File: src/rtl/pipe_ctrl.sv
// Pipeline stall/flush sequencer for the 5-stage RV32I core, with mul/div wait FSM and watchdog.
// Optional performance counters are built when PIPE_CTRL_PERF_EN is defined.
module pipe_ctrl #(
  parameter int unsigned MD_TIMEOUT = 64,
  parameter int unsigned PERF_W     = 32
) (
  input  logic i_clk,
  input  logic i_rst_n,
  input  logic lw_stall_D,
  input  logic br_sel,
  input  logic lsu_req_M,
  input  logic lsu_ack_M,
  input  logic md_start_E,
  input  logic md_done,
  output logic StallF,
  output logic StallD,
  output logic StallE,
  output logic StallM,
  output logic FlushD,
  output logic FlushE,
  output logic FlushM,
  output logic FlushW,
  output logic pc_redirect_F,
  output logic md_timeout
`ifdef PIPE_CTRL_PERF_EN
  ,
  output logic [PERF_W-1:0] perf_stall_cnt,
  output logic [PERF_W-1:0] perf_flush_cnt
`endif
);

  if (MD_TIMEOUT < 1 || MD_TIMEOUT > 1023 || PERF_W < 1) begin : g_param_check
    $error("pipe_ctrl: MD_TIMEOUT must be 1..1023 and PERF_W at least 1");
  end

  localparam logic [9:0] MD_LAST = 10'(MD_TIMEOUT - 1);

  typedef enum logic {
    RUN     = 1'b0,
    MD_WAIT = 1'b1
  } state_e;

  state_e     state_q;
  logic [9:0] md_cnt_q;
  logic       in_wait_s;
  logic       expire_s;
  logic       mem_s;
  logic       md_s;

  // Request decode; the watchdog can only expire while waiting on mul/div.
  always_comb begin
    in_wait_s = (state_q == MD_WAIT);
    expire_s  = in_wait_s && (md_cnt_q == MD_LAST);
    mem_s     = lsu_req_M & ~lsu_ack_M;
    md_s      = (~in_wait_s & md_start_E & ~md_done) |
                (in_wait_s & ~md_done & ~expire_s);
  end

  // Fixed-priority resolution: MEM, then MD, then branch, then load-use.
  always_comb begin
    StallF        = 1'b0;
    StallD        = 1'b0;
    StallE        = 1'b0;
    StallM        = 1'b0;
    FlushD        = 1'b0;
    FlushE        = 1'b0;
    FlushM        = 1'b0;
    FlushW        = 1'b0;
    pc_redirect_F = 1'b0;
    md_timeout    = 1'b0;
    if (!i_rst_n) begin
      FlushD = 1'b1;
      FlushE = 1'b1;
      FlushM = 1'b1;
      FlushW = 1'b1;
    end else begin
      md_timeout = expire_s;
      if (mem_s) begin
        // Only W is bubbled so a branch waiting in E survives the memory stall.
        StallF = 1'b1;
        StallD = 1'b1;
        StallE = 1'b1;
        StallM = 1'b1;
        FlushW = 1'b1;
      end else if (md_s) begin
        StallF = 1'b1;
        StallD = 1'b1;
        StallE = 1'b1;
        FlushM = 1'b1;
      end else if (br_sel) begin
        FlushD        = 1'b1;
        FlushE        = 1'b1;
        pc_redirect_F = 1'b1;
      end else if (lw_stall_D) begin
        StallF = 1'b1;
        StallD = 1'b1;
        FlushE = 1'b1;
      end else begin
        StallF = 1'b0;
      end
    end
  end

  // Mul/div wait FSM and watchdog counter.
  always_ff @(posedge i_clk) begin
    if (!i_rst_n) begin
      state_q  <= RUN;
      md_cnt_q <= 10'd0;
    end else begin
      case (state_q)
        RUN: begin
          md_cnt_q <= 10'd0;
          if (md_start_E && !md_done && !mem_s) begin
            state_q <= MD_WAIT;
          end else begin
            state_q <= RUN;
          end
        end
        MD_WAIT: begin
          if (md_done || expire_s) begin
            state_q  <= RUN;
            md_cnt_q <= 10'd0;
          end else begin
            state_q  <= MD_WAIT;
            md_cnt_q <= md_cnt_q + 10'd1;
          end
        end
        default: begin
          state_q  <= RUN;
          md_cnt_q <= 10'd0;
        end
      endcase
    end
  end

`ifdef PIPE_CTRL_PERF_EN
  logic [PERF_W-1:0] stall_cnt_q;
  logic [PERF_W-1:0] stall_cnt_d;
  logic [PERF_W-1:0] flush_cnt_q;
  logic [PERF_W-1:0] flush_cnt_d;

  function automatic logic [PERF_W-1:0] sat_inc(input logic [PERF_W-1:0] v, input logic en);
    if (en && (v != {PERF_W{1'b1}})) begin
      return v + PERF_W'(1);
    end else begin
      return v;
    end
  endfunction

  // Saturating event counters; reset-forced flushes never reach them.
  always_comb begin
    stall_cnt_d = sat_inc(stall_cnt_q, StallF);
    flush_cnt_d = sat_inc(flush_cnt_q, FlushE & i_rst_n);
  end

  // Counter registers.
  always_ff @(posedge i_clk) begin
    if (!i_rst_n) begin
      stall_cnt_q <= '0;
      flush_cnt_q <= '0;
    end else begin
      stall_cnt_q <= stall_cnt_d;
      flush_cnt_q <= flush_cnt_d;
    end
  end

  assign perf_stall_cnt = stall_cnt_q;
  assign perf_flush_cnt = flush_cnt_q;
`endif

endmodule

File: config.mk
export PLATFORM = sky130hd
export DESIGN_NAME = pipe_ctrl
export DESIGN_NICKNAME = d
export VERILOG_FILES = /design/src/rtl/pipe_ctrl.sv
export SDC_FILE = /design/constraint.sdc
export NUM_CORES = 1
export LEC_CHECK = 0
export BUFFER_PORTS_ARGS = -buffer_cell sky130_fd_sc_hd__buf_2
export CELL_PAD_IN_SITES_DETAIL_PLACEMENT = 1
export CELL_PAD_IN_SITES_GLOBAL_PLACEMENT = 1
export CORE_MARGIN = 4
export CORE_UTILIZATION = 34
export CTS_CLUSTER_SIZE = 8
export DETAILED_ROUTE_END_ITERATION = 8
export GPL_ROUTABILITY_DRIVEN = 1
export PLACE_DENSITY_LB_ADDON = 0.1
export RECOVER_POWER = 25
export SYNTH_ARGS = -nofsm -noshare
export SYNTH_HDL_FRONTEND = slang
export SYNTH_SLANG_ARGS = --single-unit
File: constraint.sdc
create_clock -name i_clk -period 2.02 [get_ports i_clk]
set_clock_uncertainty 0.1 [all_clocks]
set_input_delay 0.202 -clock i_clk [delete_from_list [all_inputs] [get_ports i_clk]]
set_output_delay 0.202 -clock i_clk [all_outputs]
set_load 0.02 [all_outputs]
# Word-level counts from Yosys, hierarchy flattened
# Index checks and enable logic that the tools add are counted.
# totals
reg_bits	11
input_bits	8
output_inout_bits	10
word_cells	48
# op_classes
addsub	1
n_eq_ne	1
n_mux	28
n_bitwise	10
reduce_logical	6
# op_table
cell	n
1-bit two-way mux	25
10-bit one-hot mux with 2 select lines	1
10-bit by 1-bit adder with 10-bit output, second input constant	1
10-bit by 6-bit equality test with 1-bit output, second input constant	1
10-bit two-way mux	1
1-bit bitwise AND	5
1-bit inverter	4
1-bit logical AND	3
1-bit zero test	2
1-bit one-hot mux with 2 select lines	1
1-bit logical OR	1
1-bit bitwise OR	1

# Longest topological paths before layout
# Gate-level depths: netlist (run 1).
# logic_depth
depth_word	8
depth_mapped	6
depth_no_buf	5

# Worst setup path before layout (run 1)
# Ideal clock, no wire load.
# synth_timing
path_type	register to output
start	register md_cnt_q[7]
end	output StallF
arrival_ns	1.719
required_time_ns	1.718
setup_slack_ns	-0.001
stages_incl_launch_ff	6
n_path_buf	1
path_cell_list	dfxtp_1 or4b_4 nor4_4 nor3_2 o31a_1 buf_4
# synth_between
elab_chain_cells	8
# synth_lines
item	line_no	text
from (decl)	44	logic [9:0] md_cnt_q;
from (signal assigned)	125	md_cnt_q <= md_cnt_q + 10'd1;
10-bit by 6-bit equality test with 1-bit output	53	expire_s = in_wait_s && (md_cnt_q == MD_LAST);
1-bit logical AND	53	
1-bit inverter	56	(in_wait_s & ~md_done & ~expire_s);
1-bit bitwise AND	56	
1-bit bitwise OR	55	md_s = (~in_wait_s & md_start_E & ~md_done) |
1-bit two-way mux (3 in a row)	n/a	
to (decl)	15	output logic StallF,
# No other way between the ends.

# Worst setup path after layout (run 1)
# layout_timing
start	register md_cnt_q[7]
end	output StallD
# layout_between
elab_chain_cells	8
# layout_lines
item	line_no	text
10-bit by 6-bit equality test with 1-bit output	53	
1-bit logical AND	53	
1-bit inverter	56	
1-bit bitwise AND	56	
1-bit bitwise OR	55	
1-bit two-way mux	85	end else if (md_s) begin
1-bit two-way mux	78	if (mem_s) begin
1-bit two-way mux	71	if (!i_rst_n) begin
to (decl)	16	output logic StallD,
# No other way between the ends.

==> summary.md, run 1 <==
| Metric | Value |
|---|---|
| Status | `finished, violations left` |
| Failing checks | `setup timing` |
| Crit path arrival time | `1.86 ns` |
| Period minus WS final | `2.17 ns` |
| Largest cells by area after synthesis | `dfxtp_1 (38%), nor2_1 (8.4%), xor2_1 (7.5%)` |
| Detailed Route Iter0 Violations | `2` |
| Placed cell count | `101` |
| WS Path Type | `register to output pin` |
| Cell variety after synth | `28` |
| Via count | `534` |
| Vias in the first global route | `554` |
| Finished Layout Cells | `108` |
| ANT nets after route | `0` |
| RSZ-0062 raised after global routing | `yes` |
| First-pass GRT wire length | `2.40 mm` |
| Worst IR drop on VDD | `327 µV` |
| Share of cells above drive strength 1 | `38.0%` |
| Switching share of power | `26.2%` |
| Seq/Total Area, Yosys | `37.9%` |
| Req. time, crit path | `1.72 ns` |
| Via density | `4.94` |
| Final Cycle Share | `107%` |
| Filler cell count | `195` |
| Max-slew headroom | `77.0%` |
| Initial Util | `37.2%` |
| Cell row count | `14` |
| CTS Buf Count | `3` |
| Reg clk slew, reported paths | `0.07 ns` |
| Pleak | `0.316 nW` |
| Dpl ws | `0.0696 ns` |
| Die Area | `2430 µm²` |
| YS warnings | `0` |
| Post-Synthesis Cells | `68` |
| Die width | `49.3 µm` |
| Clk buf depth | `2` |
| Die height | `49.3 µm` |
| H-tree levels | `1` |
| Hold Vio Cnt, Final | `0` |
| Pin count of the biggest net entering global routing | `10` |
| DRC Markers | `0` |
| CTS root buf | `clkbuf_4` |
| Post-CTS Hold Buffers | `0` |
| Pint | `0.000323 W` |
| Hold WC Path Type | `input pin to register` |
| Average wire per standard cell | `13.0 µm` |
| Commonest cells after routing, fill and taps aside | `nor2_1 (13), buf_2 (12), nand2_1 (8), dfxtp_1 (8), buf_4 (7)` |
| Power per Cell Area | `560 nW/µm²` |
| Slew Viols, Final | `0` |
| Aggregate global routing overflow | `0` |
| CTS Sinks | `11` |
| CP max FO | `5` |
| Number of max-cap violations | `0` |
| Initial antenna violation count | `0` |
| Area Overhead vs Synth | `34.9%` |
| CTS tree | `yes` |
| Psw | `0.000115 W` |
| Clock power frac | `34.4%` |
| DRT Pass-1 Iters | `3` |
| Yosys reg bits | `11` |
| Post-layout net count | `102` |
| Sequential Power Share | `50.1%` |
| Core area | `1560 µm²` |
| FMAX | `462 MHz` |
| Worst slew pin tran | `0.345 ns` |
| CP endpoint kind | `output pin` |
| Syn_area_per_cell | `8.54 µm²` |
| DP HPWL | `1.01 mm` |
| Io pins | `18` |
| Yosys top cell by area | `dfxtp_1` |
| Final setup violating endpoints | `8` |
| Gr usage total | `13.1%` |
| Worst-Skew Late Latency | `0.27 ns` |
| Port bufs | `17` |
| Syn nets | `77` |
| Setup ws final | `-0.146 ns` |
| Mapped cell area | `581 µm²` |
| Reg-to-reg setup timing slack | `0.09 ns` |
| Diodes inserted | `0` |
| Total wire length | `1.40 mm` |
| Final RePlAce weighted congestion | `0.701` |
| Share of the synthesized area in the top cell type | `37.9%` |
| Most common cell after layout, fill and taps aside | `nor2_1` |
| Logic gate share of total power | `15.5%` |
| Crit path launch type | `register` |
-- area by class of cell --
cell class | instances | area (µm²) | area share, %
multi-input combinational | 53 | 350 | 44.7
clock buffer | 4 | 26.3 | 3.35
inverter | 1 | 3.75 | 0.479
timing repair buffer | 23 | 159 | 20.3
tap | 16 | 20.0 | 2.56
sequential | 11 | 224 | 28.6
-- flip-flops by register name, indices dropped and copies added (netlist names) --
name,flops
md_cnt_q,10
in_wait_s,1
-- power groups by stage --
stage	logic (W)	registers, W	clock network [W]
after global routing	0.0000746	0.000220	0.000169
final	0.0000681	0.000220	0.000151
after floorplan	0.0000409	0.000224	0
after CTS	0.0000664	0.000220	0.000160
after detailed placement	0.0000632	0.000224	0
after global placement	0.0000625	0.000225	0
-- kinds of logic (layout without fill, tap and decap cells) --
family | count (synthesis) | in the layout | share of synthesized area [%]
compound gates | 7 | 7 | 7.76
xor+xnor | 8 | 8 | 12.1
fa+ha+maj | 1 | 1 | 2.15
buf+inv | 4 | 28 | 4.09
flops | 11 | 11 | 37.9
simple gates | 37 | 37 | 36.0
-- repair_timing --
item,in CTS,in global routing
setup endpoints to repair,7,8
resized for setup,8,4
pin swaps,1,0
buffers inserted,2,2
-- critical path, stage by stage (launching register included) --
cell	delay [ns]
dfxtp_2	0.33
or4b_4	0.55
nor4_4	0.18
nor3_2	0.12
o31a_1	0.26
buf_2	0.16
-- path summary, 6_finish.rpt --
kind | start | depth (start not counted) | end
max reg2reg | md_cnt_q[7]$_SDFF_PP0_ | 7 | md_cnt_q[4]$_SDFF_PP0_
max | md_cnt_q[7]$_SDFF_PP0_ | 5 | StallD
min reg2reg | md_cnt_q[0]$_SDFF_PP0_ | 2 | md_cnt_q[0]$_SDFF_PP0_
min | md_start_E | 3 | in_wait_s$_SDFF_PN0_
-- cells in the mapped netlist --
master	instances
nand2_1	8
ha_1	1
nor2_1	13
and2_1	1
o21ai_0	4
xor2_1	5
and2b_2	1
xnor2_1	3
nand2b_1	1
buf_4	2
dfxtp_1	11
nor3_2	1
o41ai_1	1
clkbuf_2	1
or3_1	1
and4_1	1
nor3_1	1
o21a_1	1
nor4_4	1
nor3b_1	1
inv_1	1
and2_2	1
nor2b_1	1
nand3_1	2
nand4_1	1
o31a_1	1
and3_1	1
or4b_4	1
-- per-stage QoR --
stage | power [W] | util, % | hold WS, ns | instance area, µm² | setup TNS [ns]
floorplan | 0.000265 | - | 0.242 | 581 | 0
global placement | 0.000287 | 44.9 | 0.371 | 701 | 0
detailed placement | 0.000288 | 44.9 | 0.374 | 701 | 0
CTS | 0.000446 | 48.8 | 0.0725 | 761 | -0.480
global route | 0.000464 | 50.2 | 0.0654 | 783 | -1.34
finish | 0.000438 | 50.2 | 0.0825 | 783 | -0.656
-- per-layer routing --
| layer | GRT usage, % | vias up | share of wire (%) |
|---|---|---|---|
| met2 | 19.6 | 7 | 48 |
| met4 | 4.27 | 0 | 0.57 |
| li1 | - | 277 | - |
| met5 | 0 | - | 0 |
| met1 | 16.1 | 247 | 47 |
| met3 | 6.42 | 3 | 4.0 |
Note: power is estimated with default switching activity, not from simulation.
==> run 2: changes to the inputs <==
--- a/config.mk
+++ b/config.mk
@@ -15,6 +15,8 @@
 export GPL_ROUTABILITY_DRIVEN = 1
 export PLACE_DENSITY_LB_ADDON = 0.1
 export RECOVER_POWER = 25
+export SKIP_CTS_REPAIR_TIMING = 1
+export SKIP_LAST_GASP = 1
 export SYNTH_ARGS = -nofsm -noshare
 export SYNTH_HDL_FRONTEND = slang
 export SYNTH_SLANG_ARGS = --single-unit
==> run 2 against run 1 <==
The flow still finishes with violations (setup timing). Final cell count down 1.9%. Via count down 1.5%. Hold slack better by 0.0093 ns. Clock-buffer cell count did not move. First-iteration DRC count increased by 50%. Sequential power about the same. Maximum frequency is 2.0% lower. Wire length is 11% lower. Total power down 1.3%. Sequential share of layout area increased by 1.2 points. Worst setup slack got worse by 0.044 ns. Utilization fell by 2.6 points. Critical endpoint unchanged.
==> summary.md, run 2 (synthesized netlist as in run 1, its figures left out) <==
| Metric | Value |
|---|---|
| WS Path Type | `register to output pin` |
| ANT nets after route | `0` |
| Area Overhead vs Synth | `28.0%` |
| DRT Pass-1 Iters | `3` |
| Post-route cell area | `743 µm²` |
| Top delay family on crit path | `simple AND/OR/NAND/NOR gates` |
| Worst-Skew Late Latency | `0.27 ns` |
| Cell row count | `14` |
| Detailed Route Iter0 Violations | `3` |
| Final RePlAce weighted congestion | `0.701` |
| Die Area | `2430 µm²` |
| First-pass GRT wire length | `2.34 mm` |
| Status | `finished, violations left` |
| Hold Vio Cnt, Final | `0` |
| Max FFs per register | `10` |
| Period minus WS final | `2.21 ns` |
| RSZ-0062 raised after global routing | `yes` |
| Largest reg by FF count | `md_cnt_q` |
| Diodes inserted | `0` |
| Aggregate global routing overflow | `0` |
| Dpl cell area | `701 µm²` |
| Pin count of the biggest net entering global routing | `10` |
| Worst path max stage delay | `0.54 ns` |
| CTS tree | `yes` |
| Hold WC Path Type | `input pin to register` |
| Commonest cells after routing, fill and taps aside | `buf_2 (15), nor2_1 (13), dfxtp_1 (10)` |
| Setup ws final | `-0.190 ns` |
| Max-slew headroom | `78.4%` |
| Via density | `4.96` |
| CTS root buf | `clkbuf_4` |
| Initial Util | `37.2%` |
| Crit path arrival time | `1.91 ns` |
| Hold_ws | `0.0918 ns` |
| CTS Sinks | `11` |
| CP max FO | `5` |
| Worst-path cell chain | `or4b_4 -> nor4_4 -> nor3_4 -> o31a_1 -> buf_2` |
| Via count | `526` |
| Total wire length | `1.25 mm` |
| Clk buf depth | `2` |
| Worst IR drop on VDD | `326 µV` |
| Reg clk slew, reported paths | `0.07 ns` |
| Filler cell count | `201` |
| WP buf/inv | `1` |
| Gr usage total | `12.7%` |
| CTS Buf Count | `3` |
| DP HPWL | `1.01 mm` |
| Slew Viols, Final | `0` |
| Average wire per standard cell | `11.8 µm` |
| Number of max-cap violations | `0` |
| Post-layout net count | `100` |
| Initial antenna violation count | `0` |
| Req. time, crit path | `1.72 ns` |
| Io pins | `18` |
| CP endpoint kind | `output pin` |
| Reg-to-reg setup timing slack | `0.13 ns` |
| Die width | `49.3 µm` |
| DRC Markers | `0` |
| Most common cell after layout, fill and taps aside | `buf_2` |
| Slowest CP cell | `or4b_4` |
| Share of cells above drive strength 1 | `32.2%` |
| Pleak | `0.296 nW` |
| Crit path launch type | `register` |
| Final setup violating endpoints | `7` |
| Power per Cell Area | `582 nW/µm²` |
| Worst slew pin tran | `0.322 ns` |
| Final Cycle Share | `109%` |
| Failing checks | `setup timing` |
| Dpl ws | `0.0696 ns` |
| Die height | `49.3 µm` |
| H-tree levels | `1` |
| Core area | `1560 µm²` |
| Port bufs | `17` |
| FMAX | `452 MHz` |
| Vias in the first global route | `532` |
run 2: cell types whose count changed in the layout (fill, tap and decap cells not counted), sizes merged:
| cell | previous run | this run |
|---|---|---|
| buf | 22 | 20 |
run 2: layout make-up:
type	instances	area [µm²]	share of cell area [%]
Clock buffer	4	26.3	3.54
Inverter	1	3.75	0.505
Sequential cell	11	221	29.8
Tap cell	16	20.0	2.69
Timing Repair Buffer	21	129	17.3
Multi-Input combinational cell	53	343	46.1
run 2: metal layers:
metal / wire (µm) / vias to the layer above / part of all wire (%) / global-route usage (%)
met2: 572 / 7 / 46 / 18.8
met1: 610 / 242 / 49 / 15.7
met3: 57 / 3 / 4.6 / 6.42
met5: 0 / - / 0 / 0
li1: - / 274 / - / -
met4: 8 / 0 / 0.64 / 4.27
run 2: worst reg2reg max path: stages, from the launching register on:
cell     delay, ns
dfxtp_2       0.34
or4b_4        0.54
nor4_4        0.25
buf_4         0.17
or3_1         0.20
buf_12        0.14
nor2_1        0.04
run 2: worst paths after layout:
kind                                        startpoint                endpoint  cells after the start
worst min-delay path                        md_start_E    in_wait_s$_SDFF_PN0_                      3
worst min register to register  md_cnt_q[0]$_SDFF_PP0_  md_cnt_q[0]$_SDFF_PP0_                      2
worst max-delay path            md_cnt_q[7]$_SDFF_PP0_                  StallD                      5
worst max register to register  md_cnt_q[7]$_SDFF_PP0_  md_cnt_q[4]$_SDFF_PP0_                      6
run 2: power by group:
part           leakage (nW)  internal [W]  switching, W
clock network        0.0150     0.0000764     0.0000733
registers            0.0892      0.000218    0.00000130
logic                 0.192     0.0000253     0.0000381
total                 0.296      0.000320      0.000113
run 2: through the flow:
stage                     setup TNS, ns  std cells  power [W]  utilization, %
after floorplan                       0         68   0.000265               -
after global placement                0        101   0.000287            44.9
after detailed placement              0        101   0.000288            44.9
after CTS                         -1.20        105   0.000443            46.6
after global routing              -1.79        106   0.000459            47.7
final                            -0.988        106   0.000433            47.7
